## src/rtl/adc_pkg.sv

```systemverilog
// Definitions shared by the dual-slope ADC core and its sample sequencer:
// the result width and the sequencer state encoding.
package adc_pkg;

  localparam int ADC_DATA_W = 8;

  typedef enum logic [2:0] {
    ST_IDLE,
    ST_START,
    ST_BLANK,
    ST_WAIT,
    ST_HOLD
  } seq_state_t;

endpackage

```

## src/rtl/adc_avg_accum.sv

```systemverilog
// Sums 2**AVG_LOG2 captured samples and produces their truncated mean as a
// one-cycle combinational strobe on the capture of the final sample.
module adc_avg_accum
  import adc_pkg::*;
#(
  parameter int DATA_W   = ADC_DATA_W,
  parameter int AVG_LOG2 = 2
) (
  input  logic              clk,
  input  logic              rst_n,
  input  logic              i_sample,
  input  logic [DATA_W-1:0] i_data,
  input  logic              i_clear,
  output logic              o_result_valid,
  output logic [DATA_W-1:0] o_result
);

  localparam int ACC_W = DATA_W + AVG_LOG2;
  localparam int CNT_W = (AVG_LOG2 > 0) ? AVG_LOG2 : 1;
  localparam logic [CNT_W-1:0] LAST_CNT = CNT_W'((1 << AVG_LOG2) - 1);

  logic [ACC_W-1:0] r_acc;
  logic [CNT_W-1:0] r_cnt;
  logic             w_last;
  logic [ACC_W-1:0] w_sum;
  logic [ACC_W-1:0] w_shifted;

  assign w_last         = (r_cnt == LAST_CNT);
  assign w_sum          = r_acc + ACC_W'(i_data);
  assign w_shifted      = w_sum >> AVG_LOG2;
  assign o_result_valid = i_sample & w_last;
  assign o_result       = w_shifted[DATA_W-1:0];

  // The final sample both completes the mean and restarts the group; an
  // abandoned partial group is discarded by i_clear.
  always_ff @(posedge clk or negedge rst_n) begin
    if (!rst_n) begin
      r_acc <= '0;
      r_cnt <= '0;
    end else if (i_clear || (i_sample && w_last)) begin
      r_acc <= '0;
      r_cnt <= '0;
    end else if (i_sample) begin
      r_acc <= w_sum;
      r_cnt <= r_cnt + 1'b1;
    end
  end

endmodule

```

## src/rtl/adc_sample_sequencer.sv

```systemverilog
// Paces ADC conversions, captures results with a timeout guard, and hands
// averaged samples to the consumer through a one-deep valid/ready register.
module adc_sample_sequencer
  import adc_pkg::*;
#(
  parameter int DATA_W   = ADC_DATA_W,
  parameter int AVG_LOG2 = 2,
  parameter int PERIOD   = 64,
  parameter int TIMEOUT  = 255
) (
  input  logic              clk,
  input  logic              rst_n,
  input  logic              enable,
  output logic              adc_start,
  input  logic              adc_done,
  input  logic [DATA_W-1:0] adc_data,
  output logic [DATA_W-1:0] avg_data,
  output logic              avg_valid,
  input  logic              avg_ready,
  output logic              timeout_err,
  output logic              overrun,
  input  logic              clear_err
);

  localparam int PER_W  = $clog2(PERIOD);
  localparam int WAIT_W = $clog2(TIMEOUT + 1);
  localparam logic [PER_W-1:0]  PER_LAST  = PER_W'(PERIOD - 1);
  localparam logic [WAIT_W-1:0] WAIT_LAST = WAIT_W'(TIMEOUT);

  seq_state_t        r_state;
  logic              r_adc_start;
  logic [PER_W-1:0]  r_per_cnt;
  logic [WAIT_W-1:0] r_wait_cnt;
  logic [DATA_W-1:0] r_avg_data;
  logic              r_avg_valid;
  logic              r_timeout_err;
  logic              r_overrun;

  logic              w_capture;
  logic              w_timeout;
  logic              w_conv_end;
  logic              w_period_up;
  logic              w_release;
  logic              w_to_idle;
  logic              w_to_start;
  logic              w_result_valid;
  logic [DATA_W-1:0] w_result;
  logic              w_load;

  assign w_capture   = (r_state == ST_WAIT) && adc_done;
  assign w_timeout   = (r_state == ST_WAIT) && !adc_done && (r_wait_cnt == WAIT_LAST);
  assign w_conv_end  = w_capture || w_timeout;
  assign w_period_up = (r_per_cnt == PER_LAST);
  // A finished conversion may go straight to the next START when it already
  // outlasted the period, so no HOLD cycle is wasted.
  assign w_release   = w_conv_end || (r_state == ST_HOLD);
  assign w_to_idle   = w_release && !enable;
  assign w_to_start  = ((r_state == ST_IDLE) && enable) ||
                       (w_release && enable && w_period_up);

  always_ff @(posedge clk or negedge rst_n) begin
    if (!rst_n) begin
      r_state     <= ST_IDLE;
      r_adc_start <= 1'b0;
      r_per_cnt   <= '0;
      r_wait_cnt  <= '0;
    end else begin
      r_adc_start <= w_to_start;
      if (w_to_start) begin
        r_per_cnt <= '0;
      end else if (!w_period_up) begin
        r_per_cnt <= r_per_cnt + 1'b1;
      end
      case (r_state)
        ST_IDLE: begin
          if (enable) r_state <= ST_START;
        end
        ST_START: begin
          r_state <= ST_BLANK;
        end
        ST_BLANK: begin
          r_state    <= ST_WAIT;
          r_wait_cnt <= '0;
        end
        ST_WAIT: begin
          r_wait_cnt <= r_wait_cnt + 1'b1;
          if (w_to_idle)       r_state <= ST_IDLE;
          else if (w_to_start) r_state <= ST_START;
          else if (w_conv_end) r_state <= ST_HOLD;
        end
        ST_HOLD: begin
          if (w_to_idle)       r_state <= ST_IDLE;
          else if (w_to_start) r_state <= ST_START;
        end
        default: r_state <= ST_IDLE;
      endcase
    end
  end

  adc_avg_accum #(
    .DATA_W   (DATA_W),
    .AVG_LOG2 (AVG_LOG2)
  ) u_accum (
    .clk            (clk),
    .rst_n          (rst_n),
    .i_sample       (w_capture),
    .i_data         (adc_data),
    .i_clear        (w_to_idle),
    .o_result_valid (w_result_valid),
    .o_result       (w_result)
  );

  assign w_load = w_result_valid && (!r_avg_valid || avg_ready);

  // Error flags: a new event in the same cycle as clear_err keeps the flag set.
  always_ff @(posedge clk or negedge rst_n) begin
    if (!rst_n) begin
      r_avg_data    <= '0;
      r_avg_valid   <= 1'b0;
      r_timeout_err <= 1'b0;
      r_overrun     <= 1'b0;
    end else begin
      if (w_load) begin
        r_avg_data  <= w_result;
        r_avg_valid <= 1'b1;
      end else if (r_avg_valid && avg_ready) begin
        r_avg_valid <= 1'b0;
      end
      if (w_result_valid && r_avg_valid && !avg_ready) begin
        r_overrun <= 1'b1;
      end else if (clear_err) begin
        r_overrun <= 1'b0;
      end
      if (w_timeout) begin
        r_timeout_err <= 1'b1;
      end else if (clear_err) begin
        r_timeout_err <= 1'b0;
      end
    end
  end

  assign adc_start   = r_adc_start;
  assign avg_data    = r_avg_data;
  assign avg_valid   = r_avg_valid;
  assign timeout_err = r_timeout_err;
  assign overrun     = r_overrun;

endmodule
```

## config.mk

```make
export PLATFORM = sky130hd
export DESIGN_NAME = adc_sample_sequencer
export DESIGN_NICKNAME = d
export VERILOG_FILES = /design/src/rtl/adc_pkg.sv /design/src/rtl/adc_avg_accum.sv /design/src/rtl/adc_sample_sequencer.sv
export SDC_FILE = /design/constraint.sdc
export NUM_CORES = 1
export LEC_CHECK = 0
export ABC_AREA = 1
export BUFFER_PORTS_ARGS = -buffer_cell sky130_fd_sc_hd__buf_2
export CAP_MARGIN = 10
export CORE_MARGIN = 10
export CORE_UTILIZATION = 51
export DETAILED_ROUTE_END_ITERATION = 7
export PLACE_DENSITY = 0.81
export SYNTH_ARGS = -nofsm -noshare
export SYNTH_HDL_FRONTEND = slang
export SYNTH_SLANG_ARGS = --single-unit
```

## constraint.sdc

```tcl
create_clock -name clk -period 2.8 [get_ports clk]
set_input_delay 0.56 -clock clk [delete_from_list [all_inputs] [get_ports clk]]
set_output_delay 0.56 -clock clk [all_outputs]
set_load 0.05 [all_outputs]
```

==> impl_metrics.prom, run 1 <==
# TYPE chip_impl_metric gauge
chip_impl_info{name="outcome",value="finished clean"} 1
chip_impl_metric{name="slew_headroom",unit="%"} 40.84
chip_impl_metric{name="dp_hpwl",unit="microns"} 3415
chip_impl_metric{name="initial_antenna_violation_count",unit=""} 0
chip_impl_metric{name="skew",unit="ns"} 0.006600
chip_impl_metric{name="finalWeightedCongestion",unit=""} 0.8542
chip_impl_metric{name="ff2ff_path_depth",unit=""} 8
chip_impl_metric{name="syn2layout_area_growth",unit="%"} 13.62
chip_impl_info{name="synthFlopType",value="dfrtp_1"} 1
chip_impl_metric{name="cellPowerDensity",unit="mW/mm^2"} 1001
chip_impl_info{name="rsz0062_at_grt",value="false"} 1
chip_impl_info{name="critical_path_class",value="flip-flop to flip-flop"} 1
chip_impl_info{name="worstHoldPathType",value="primary input to async pin"} 1
chip_impl_metric{name="synth_seq_cells",unit=""} 41
chip_impl_info{name="cp-start-kind",value="flip-flop"} 1
chip_impl_metric{name="post_synth_inst_count",unit=""} 276
chip_impl_metric{name="cts.sinks",unit=""} 41
chip_impl_metric{name="setup_total_negative_slack",unit="ns"} 0
chip_impl_info{name="synth.top_cells.by_area",value="dfrtp_1 (46%), nand2_1 (14%), ha_1 (6.1%)"} 1
chip_impl_metric{name="max_freq",unit="MHz"} 564.3
chip_impl_info{name="critPathCaptureType",value="flip-flop"} 1
chip_impl_metric{name="placement.setup.worst_slack",unit="ns"} 0.7456
chip_impl_info{name="yosys.area.top_type",value="dfrtp_1"} 1
chip_impl_metric{name="worst_slew_pin_slew",unit="ns"} 0.8874
chip_impl_metric{name="i_o_pin_count",unit=""} 26
chip_impl_metric{name="synth_top_cell_area_share",unit="%"} 45.58
chip_impl_info{name="yosys-top-cells-count",value="nand2_1 (83), dfrtp_1 (41), inv_1 (33), nor2_1 (18), nand3_1 (17)"} 1
chip_impl_metric{name="port_buffer_cells",unit=""} 25
chip_impl_metric{name="timing.max_cap.violations",unit=""} 0
chip_impl_metric{name="postCtsResizedCells",unit=""} 0
chip_impl_metric{name="final_layout_size_suffix_gt1_share",unit="%"} 16.83
chip_impl_metric{name="drt.antenna.violating_nets",unit=""} 0
chip_impl_metric{name="first_global_vias",unit=""} 1832
chip_impl_metric{name="layout.filler_cells",unit=""} 401
chip_impl_metric{name="clock_path_buffers",unit=""} 2
chip_impl_metric{name="synth_warnings",unit=""} 0
chip_impl_metric{name="timing.final.hold_violations",unit=""} 0
chip_impl_metric{name="drt-pass1-iter-count",unit=""} 4
chip_impl_metric{name="final_wirelength",unit="microns"} 4609
chip_impl_metric{name="yosysSeqAreaShare",unit="%"} 45.58
chip_impl_metric{name="cts_hold_buf",unit=""} 0
chip_impl_metric{name="postLayoutSetupSlackWorst",unit="ns"} 1.028
chip_impl_info{name="yosysMostFrequentCell",value="nand2_1"} 1
chip_impl_metric{name="htree_levels",unit=""} 2
chip_impl_metric{name="post-cts-setup-buffers",unit=""} 0
chip_impl_info{name="ctsRootBufferMaster",value="clkbuf_8"} 1
chip_impl_metric{name="fp.dieArea",unit="sq mm"} 0.007471
chip_impl_metric{name="clk_transition_reported_paths",unit="ns"} 0.08
chip_impl_metric{name="asyncSetResetFlopFracSynth",unit="%"} 100.0
chip_impl_metric{name="crit_fanout",unit=""} 3
chip_impl_metric{name="slew_viol_final",unit=""} 0
chip_impl_metric{name="track_usage",unit="%"} 13.17
chip_impl_metric{name="syn_area",unit="sq mm"} 0.002251
chip_impl_metric{name="start_util",unit="%"} 52.05
chip_impl_metric{name="nets",unit=""} 334
chip_impl_metric{name="die_span_x",unit="microns"} 86.44
chip_impl_metric{name="antenna_cells",unit=""} 0
chip_impl_metric{name="syn-mean-instance-area",unit="sq um"} 8.155
chip_impl_metric{name="fin_crit",unit="ns"} 1.772
chip_impl_metric{name="p_leak",unit="nW"} 1.368
chip_impl_metric{name="worst_skew_pair.late_latency",unit="ns"} 0.29
chip_impl_metric{name="required",unit="ns"} 3.02
chip_impl_metric{name="total_clock_buffers_created_by_cts",unit=""} 5
chip_impl_metric{name="global_route.overflow_total",unit=""} 0
chip_impl_metric{name="grt_first_pass_wirelength",unit="microns"} 7983
chip_impl_metric{name="core",unit="sq mm"} 0.004324
chip_impl_metric{name="synth_cell_types",unit=""} 33
chip_impl_metric{name="worst_ir_drop_vdd",unit="uV"} 429.3
chip_impl_metric{name="pin_count_of_the_biggest_net_entering_global_routing",unit=""} 42
chip_impl_info{name="tritoncts",value="done"} 1
chip_impl_metric{name="std_cell_rows",unit=""} 24
chip_impl_metric{name="synth_edf_count",unit=""} 0
chip_impl_metric{name="drc",unit=""} 0
chip_impl_metric{name="syn-num-nets",unit=""} 302
chip_impl_metric{name="period_share",unit="%"} 63.29
chip_impl_metric{name="route.detailed.wl_per_inst",unit="microns"} 12.77
chip_impl_metric{name="final-setup-viol-count",unit=""} 0
chip_impl_metric{name="die-height",unit="microns"} 86.44
chip_impl_metric{name="first_iter_violations",unit=""} 124
chip_impl_metric{name="critPathArrivalTime",unit="ns"} 1.99
chip_impl_metric{name="overall_via_count_from_detail_route",unit=""} 1849
chip_impl_metric{name="detail_route.vias_per_cell",unit=""} 5.122
==> cell families (layout without fill, tap and decap cells) <==
family / count (synthesis) / in the layout / share of synthesized area, %
buf+inv: 37 / 70 / 6.170
simple gates: 145 / 145 / 30.13
compound gates: 35 / 35 / 8.783
xor+xnor: 6 / 6 / 2.335
flops: 41 / 41 / 45.58
fa+ha+maj: 12 / 12 / 7.004
==> worst max-delay path, cell delays in order (launching register included) <==
cell	delay, ns
dfrtp_1	0.38
ha_1	0.22
fa_1	0.41
nand3_1	0.09
nand2_1	0.11
a21oi_1	0.17
or2_2	0.13
nand2_1	0.05
o21ai_1	0.13
==> placed cells by master, fill, tap and decap left out <==
cell,synthesis,layout
o2111ai_1,1,1
inv_2,4,4
nor3_1,4,4
nand2_4,2,2
inv_1,33,33
nor4_1,1,1
a211oi_1,1,1
buf_2,0,25
ha_1,11,11
o21ai_0,12,12
clkbuf_1,0,1
nor2_2,2,2
nor3_2,2,2
nor2_1,18,18
nor2_4,1,1
nor3b_1,2,2
nor2_8,1,1
nand4_1,3,3
or2_2,2,2
bufinv_16,0,1
nand2_2,3,3
nand3_2,3,3
clkbuf_8,0,6
a21oi_1,9,9
xor2_1,5,5
xnor2_1,1,1
dfrtp_1,41,41
a22oi_1,1,1
o22ai_1,2,2
fa_1,1,1
nand3_1,17,17
o21ai_1,4,4
and2_1,1,1
nand2_1,83,83
a31oi_1,2,2
a22o_1,1,1
o21bai_1,2,2
==> final cells by class <==
cell class                 instances  area (sq um)  area share (%)
sequential                        41          1026           40.12
multi-input combinational        198          1086           42.47
clock inverter                     1         30.03           1.174
inverter                          37         138.9           5.431
timing repair buffer              25         125.1           4.892
tap                               52         65.06           2.544
clock buffer                       7         86.33           3.376
==> path summary, 6_finish.rpt <==
kind	slack, ns	startpoint	endpoint
worst max-delay path	1.03	u_accum.r_acc[0]$_DFFE_PN0P_	u_accum.r_acc[6]$_DFFE_PN0P_
worst min-delay path	0.38	rst_n	u_accum.r_acc[5]$_DFFE_PN0P_
worst max register to register	1.03	u_accum.r_acc[0]$_DFFE_PN0P_	u_accum.r_acc[6]$_DFFE_PN0P_
worst min register to register	0.48	avg_data[0]$_DFFE_PN0P_	avg_data[0]$_DFFE_PN0P_
max in group asynchronous	1.86	rst_n	avg_data[4]$_DFFE_PN0P_
min in group clk	0.48	avg_data[0]$_DFFE_PN0P_	avg_data[0]$_DFFE_PN0P_
==> where the power goes <==
part	internal (mW)	total (mW)	switching [mW]
Combinational	0.371	1.12	0.754
Clock	0.291	0.493	0.202
Sequential	0.791	0.942	0.150
==> metal layers <==
metal / GRT usage, % / vias up / share of wire (%)
met2: 21.14 / 25 / 46
met1: 15.60 / 856 / 47
met3: 4.972 / 7 / 6.1
met5: 0 / - / 0
li1: - / 961 / -
met4: 5.007 / 0 / 1.5
==> sequential cells by signal, indices dropped and copies added, names as in the netlist, 2 cells and up <==
| signal | cells |
|---|---|
| r_wait_cnt | 8 |
| r_per_cnt | 6 |
| u_accum.r_acc | 10 |
| avg_data | 8 |
| u_accum.r_cnt | 2 |
| r_state | 3 |
==> through the flow <==
| stage | util [%] | hold WS, ns | total power, mW | cell area (sq um) | cells |
|---|---|---|---|---|---|
| 2_1_floorplan | - | 0.2644 | 1.805 | 2251 | 276 |
| 3_3_place_gp | 56.45 | 0.4547 | 2.028 | 2441 | 353 |
| 3_5_place_dp | 56.45 | 0.4591 | 2.069 | 2441 | 353 |
| 4_1_cts | 59.14 | 0.4193 | 2.578 | 2557 | 361 |
| 5_1_grt | 59.14 | 0.4579 | 2.792 | 2557 | 361 |
| 6_report | 59.14 | 0.3780 | 2.559 | 2557 | 361 |
(Power assumes the default switching activity.)
==> run 2: changes to the inputs <==
--- a/config.mk
+++ b/config.mk
@@ -11,7 +11,7 @@
 export CORE_MARGIN = 10
 export CORE_UTILIZATION = 51
 export DETAILED_ROUTE_END_ITERATION = 7
-export PLACE_DENSITY = 0.81
+export PLACE_DENSITY = 0.84
 export SYNTH_ARGS = -nofsm -noshare
 export SYNTH_HDL_FRONTEND = slang
 export SYNTH_SLANG_ARGS = --single-unit
==> constraint.sdc (replaced) <==
create_clock -name clk -period 1.5 [get_ports clk]
set_input_delay 0.3 -clock clk [delete_from_list [all_inputs] [get_ports clk]]
set_output_delay 0.3 -clock clk [all_outputs]
set_load 0.05 [all_outputs]
==> impl_metrics.prom, run 2 (synthesis results as in run 1) <==
# TYPE chip_impl_metric gauge
chip_impl_metric{name="worst_slew_pin_slew",unit="ns"} 0.4913
chip_impl_info{name="tritoncts",value="done"} 1
chip_impl_metric{name="antenna_cells",unit=""} 0
chip_impl_info{name="min_from",value="clear_err"} 1
chip_impl_metric{name="clock_path_buffers",unit=""} 2
chip_impl_info{name="max_flop_register",value="u_accum.r_acc"} 1
chip_impl_metric{name="multi_input_area",unit="sq mm"} 0.001496
chip_impl_metric{name="layout.filler_cells",unit=""} 247
chip_impl_metric{name="drc",unit=""} 0
chip_impl_metric{name="final_layout_size_suffix_gt1_share",unit="%"} 46.50
chip_impl_info{name="layout_commonest_cell",value="nand2_1"} 1
chip_impl_metric{name="placement.setup.worst_slack",unit="ns"} -0.1704
chip_impl_metric{name="start_util",unit="%"} 52.05
chip_impl_metric{name="timing.reg2reg.setup_slack",unit="ns"} -0.28
chip_impl_metric{name="total_clock_buffers_created_by_cts",unit=""} 5
chip_impl_metric{name="dp_hpwl",unit="microns"} 3822
chip_impl_metric{name="p_leak",unit="nW"} 1.670
chip_impl_metric{name="max_stage_delay",unit="ns"} 0.42
chip_impl_metric{name="first_iter_violations",unit=""} 199
chip_impl_metric{name="placed_instances",unit=""} 379
chip_impl_metric{name="power_frac_comb",unit="%"} 59.0
chip_impl_info{name="outcome",value="complete, but fails checks"} 1
chip_impl_info{name="crit-reg2reg-capture",value="u_accum.r_acc[8]$_DFFE_PN0P_"} 1
chip_impl_metric{name="initial_antenna_violation_count",unit=""} 0
chip_impl_info{name="critical-path-top-delay-family",value="compound AO/OA/AOI/OAI gates"} 1
chip_impl_metric{name="seqPwrFrac",unit="%"} 28.2
chip_impl_metric{name="worst_ir_drop_vdd",unit="uV"} 1141
chip_impl_info{name="crit_slowest_cell",value="dfrtp_1"} 1
chip_impl_metric{name="final-seq-area",unit="sq mm"} 0.001028
chip_impl_metric{name="worst_skew_pair.late_latency",unit="ns"} 0.31
chip_impl_info{name="hold_end",value="overrun$_DFFE_PN0P_"} 1
chip_impl_metric{name="overall_via_count_from_detail_route",unit=""} 2384
chip_impl_metric{name="syn2layout_area_growth",unit="%"} 50.64
chip_impl_metric{name="instances_no_fill",unit=""} 409
chip_impl_metric{name="track_usage",unit="%"} 15.59
chip_impl_metric{name="finalInstanceArea",unit="sq mm"} 0.003391
chip_impl_metric{name="final-setup-viol-count",unit=""} 28
chip_impl_metric{name="clk_transition_reported_paths",unit="ns"} 0.09
chip_impl_metric{name="std_cell_rows",unit=""} 24
chip_impl_metric{name="timing.max_cap.violations",unit=""} 0
chip_impl_metric{name="fin_crit",unit="ns"} 1.781
chip_impl_info{name="cp-start-kind",value="flip-flop"} 1
chip_impl_metric{name="final_wirelength",unit="microns"} 7826
chip_impl_metric{name="fp.dieArea",unit="sq mm"} 0.007471
chip_impl_metric{name="drt.antenna.violating_nets",unit=""} 0
chip_impl_metric{name="cellPowerDensity",unit="mW/mm^2"} 1910
chip_impl_metric{name="core",unit="sq mm"} 0.004324
chip_impl_metric{name="max_freq",unit="MHz"} 561.3
chip_impl_metric{name="first_global_vias",unit=""} 2113
chip_impl_metric{name="postLayoutSetupSlackWorst",unit="ns"} -0.2814
chip_impl_metric{name="finalWeightedCongestion",unit=""} 0.9131
chip_impl_metric{name="grt_first_pass_wirelength",unit="microns"} 9591
chip_impl_metric{name="fin_total_pwr",unit="mW"} 6.478
chip_impl_info{name="violations",value="setup timing"} 1
chip_impl_metric{name="netSwitchingFraction",unit="%"} 46.39
chip_impl_metric{name="global_route.overflow_total",unit=""} 0
chip_impl_metric{name="i_o_pin_count",unit=""} 26
chip_impl_info{name="worstHoldPathType",value="primary input to flip-flop"} 1
chip_impl_metric{name="critPathArrivalTime",unit="ns"} 1.97
chip_impl_metric{name="crit_fanout",unit=""} 2
chip_impl_metric{name="ff2ff_path_depth",unit=""} 8
chip_impl_info{name="critical_path_class",value="flip-flop to flip-flop"} 1
chip_impl_metric{name="timing.final.hold_violations",unit=""} 0
chip_impl_metric{name="die-height",unit="microns"} 86.44
chip_impl_metric{name="die_span_x",unit="microns"} 86.44
chip_impl_metric{name="port_buffer_cells",unit=""} 25
chip_impl_info{name="crit-reg2reg-launch",value="u_accum.r_acc[5]$_DFFE_PN0P_"} 1
chip_impl_metric{name="power_report.internal_total",unit="mW"} 3.473
chip_impl_metric{name="route.detailed.wl_per_inst",unit="microns"} 19.13
chip_impl_info{name="ctsRootBufferMaster",value="clkbuf_8"} 1
chip_impl_metric{name="detail_route.vias_per_cell",unit=""} 5.829
chip_impl_metric{name="required",unit="ns"} 1.69
chip_impl_metric{name="slew_viol_final",unit=""} 0
chip_impl_metric{name="skew",unit="ns"} 0.01590
chip_impl_info{name="most-common-layout-cells",value="nand2_1 (61), dfrtp_1 (39), buf_4 (33), inv_1 (29), buf_2 (25)"} 1
chip_impl_metric{name="timing.hold.worst_path_depth",unit=""} 2
chip_impl_info{name="path_cells",value="ha_4 > inv_1 > o21ai_1 > a31oi_1 > nand2_1 > nand2_1 > nand3_1 > o21ai_1"} 1
chip_impl_metric{name="period_share",unit="%"} 118.8
chip_impl_metric{name="pin_count_of_the_biggest_net_entering_global_routing",unit=""} 24
chip_impl_metric{name="cts.sinks",unit=""} 41
chip_impl_metric{name="largest_register_ffs",unit=""} 10
chip_impl_metric{name="nets",unit=""} 382
chip_impl_metric{name="htree_levels",unit=""} 2
chip_impl_metric{name="drt-pass1-iter-count",unit=""} 5
chip_impl_metric{name="placedInstanceArea",unit="sq mm"} 0.002660
chip_impl_metric{name="hold-worst-slack",unit="ns"} 0.1974
chip_impl_metric{name="timing.critical_path.buf_inv",unit=""} 1
chip_impl_metric{name="power.net_switching",unit="mW"} 3.005
chip_impl_metric{name="p_clk_share",unit="%"} 12.8
chip_impl_info{name="rsz0062_at_grt",value="true"} 1
chip_impl_info{name="critPathCaptureType",value="flip-flop"} 1
chip_impl_metric{name="slew_headroom",unit="%"} 67.24
## run 2: changes by cell type in the layout (fill, tap and decap cells not counted), sizes merged
cell and change:
bufinv -1, clkinvlp +1, nand2 +1, buf +45, clkinv +1, dlygate4sd3 +1
## run 2: how the worst max path moves through the flow
stage                     slack (ns)                    startpoint  depth (start not counted)                            to
after floorplan                0.001  u_accum.r_acc[0]$_DFFE_PN0P_                          8  u_accum.r_acc[8]$_DFFE_PN0P_
final                          -0.28  u_accum.r_acc[5]$_DFFE_PN0P_                          8  u_accum.r_acc[8]$_DFFE_PN0P_
after CTS                      -0.11  u_accum.r_acc[0]$_DFFE_PN0P_                          8  u_accum.r_acc[6]$_DFFE_PN0P_
after detailed placement       -0.17                   adc_data[0]                          9  u_accum.r_acc[6]$_DFFE_PN0P_
after global routing           -0.31  u_accum.r_acc[0]$_DFFE_PN0P_                          8  u_accum.r_acc[8]$_DFFE_PN0P_
after global placement          -0.1                   adc_data[0]                          9  u_accum.r_acc[8]$_DFFE_PN0P_
## run 2: per-layer routing
layer / GRT usage, % / share of wire (%)
met1: 18.85 / 40
met2: 25.84 / 49
met3: 4.034 / 7.4
met4: 6.038 / 3.7
met5: 0 / 0
## run 2: area by class of cell
cell class	count	area share (%)
Multi-Input combinational cell	199	44.13
Sequential cell	41	30.33
Timing Repair Buffer	71	15.79
Inverter	37	4.613
Clock buffer	7	2.841
Tap cell	52	1.919
Timing Repair inverter	1	0.2214
Clock inverter	1	0.1476
## run 2: timing repair
| action | CTS | global route |
|---|---|---|
| hold endpoints to repair | 18 | 0 |
| gates cloned | 2 | 0 |
| buffers inserted | 7 | 15 |
| hold buffers | 1 | 0 |
| pin swaps | 36 | 42 |
| gates resized for setup | 39 | 69 |
| setup endpoints to repair | 21 | 31 |
## run 2: per-stage QoR
step | util [%] | setup TNS, ns
2_1_floorplan | - | 0
6_report | 78.41 | -3.263
3_5_place_dp | 61.52 | -1.228
4_1_cts | 69.65 | -0.6461
5_1_grt | 78.41 | -5.309
3_3_place_gp | 61.52 | -0.8954
## run 2: power groups by stage
stage	Sequential (mW)	Combinational [mW]	Clock, mW
floorplan	2.00	1.39	0
detailed placement	1.74	2.52	0
CTS	1.75	2.89	0.821
global placement	1.72	2.43	0
global route	1.86	4.04	0.867
finish	1.83	3.82	0.829
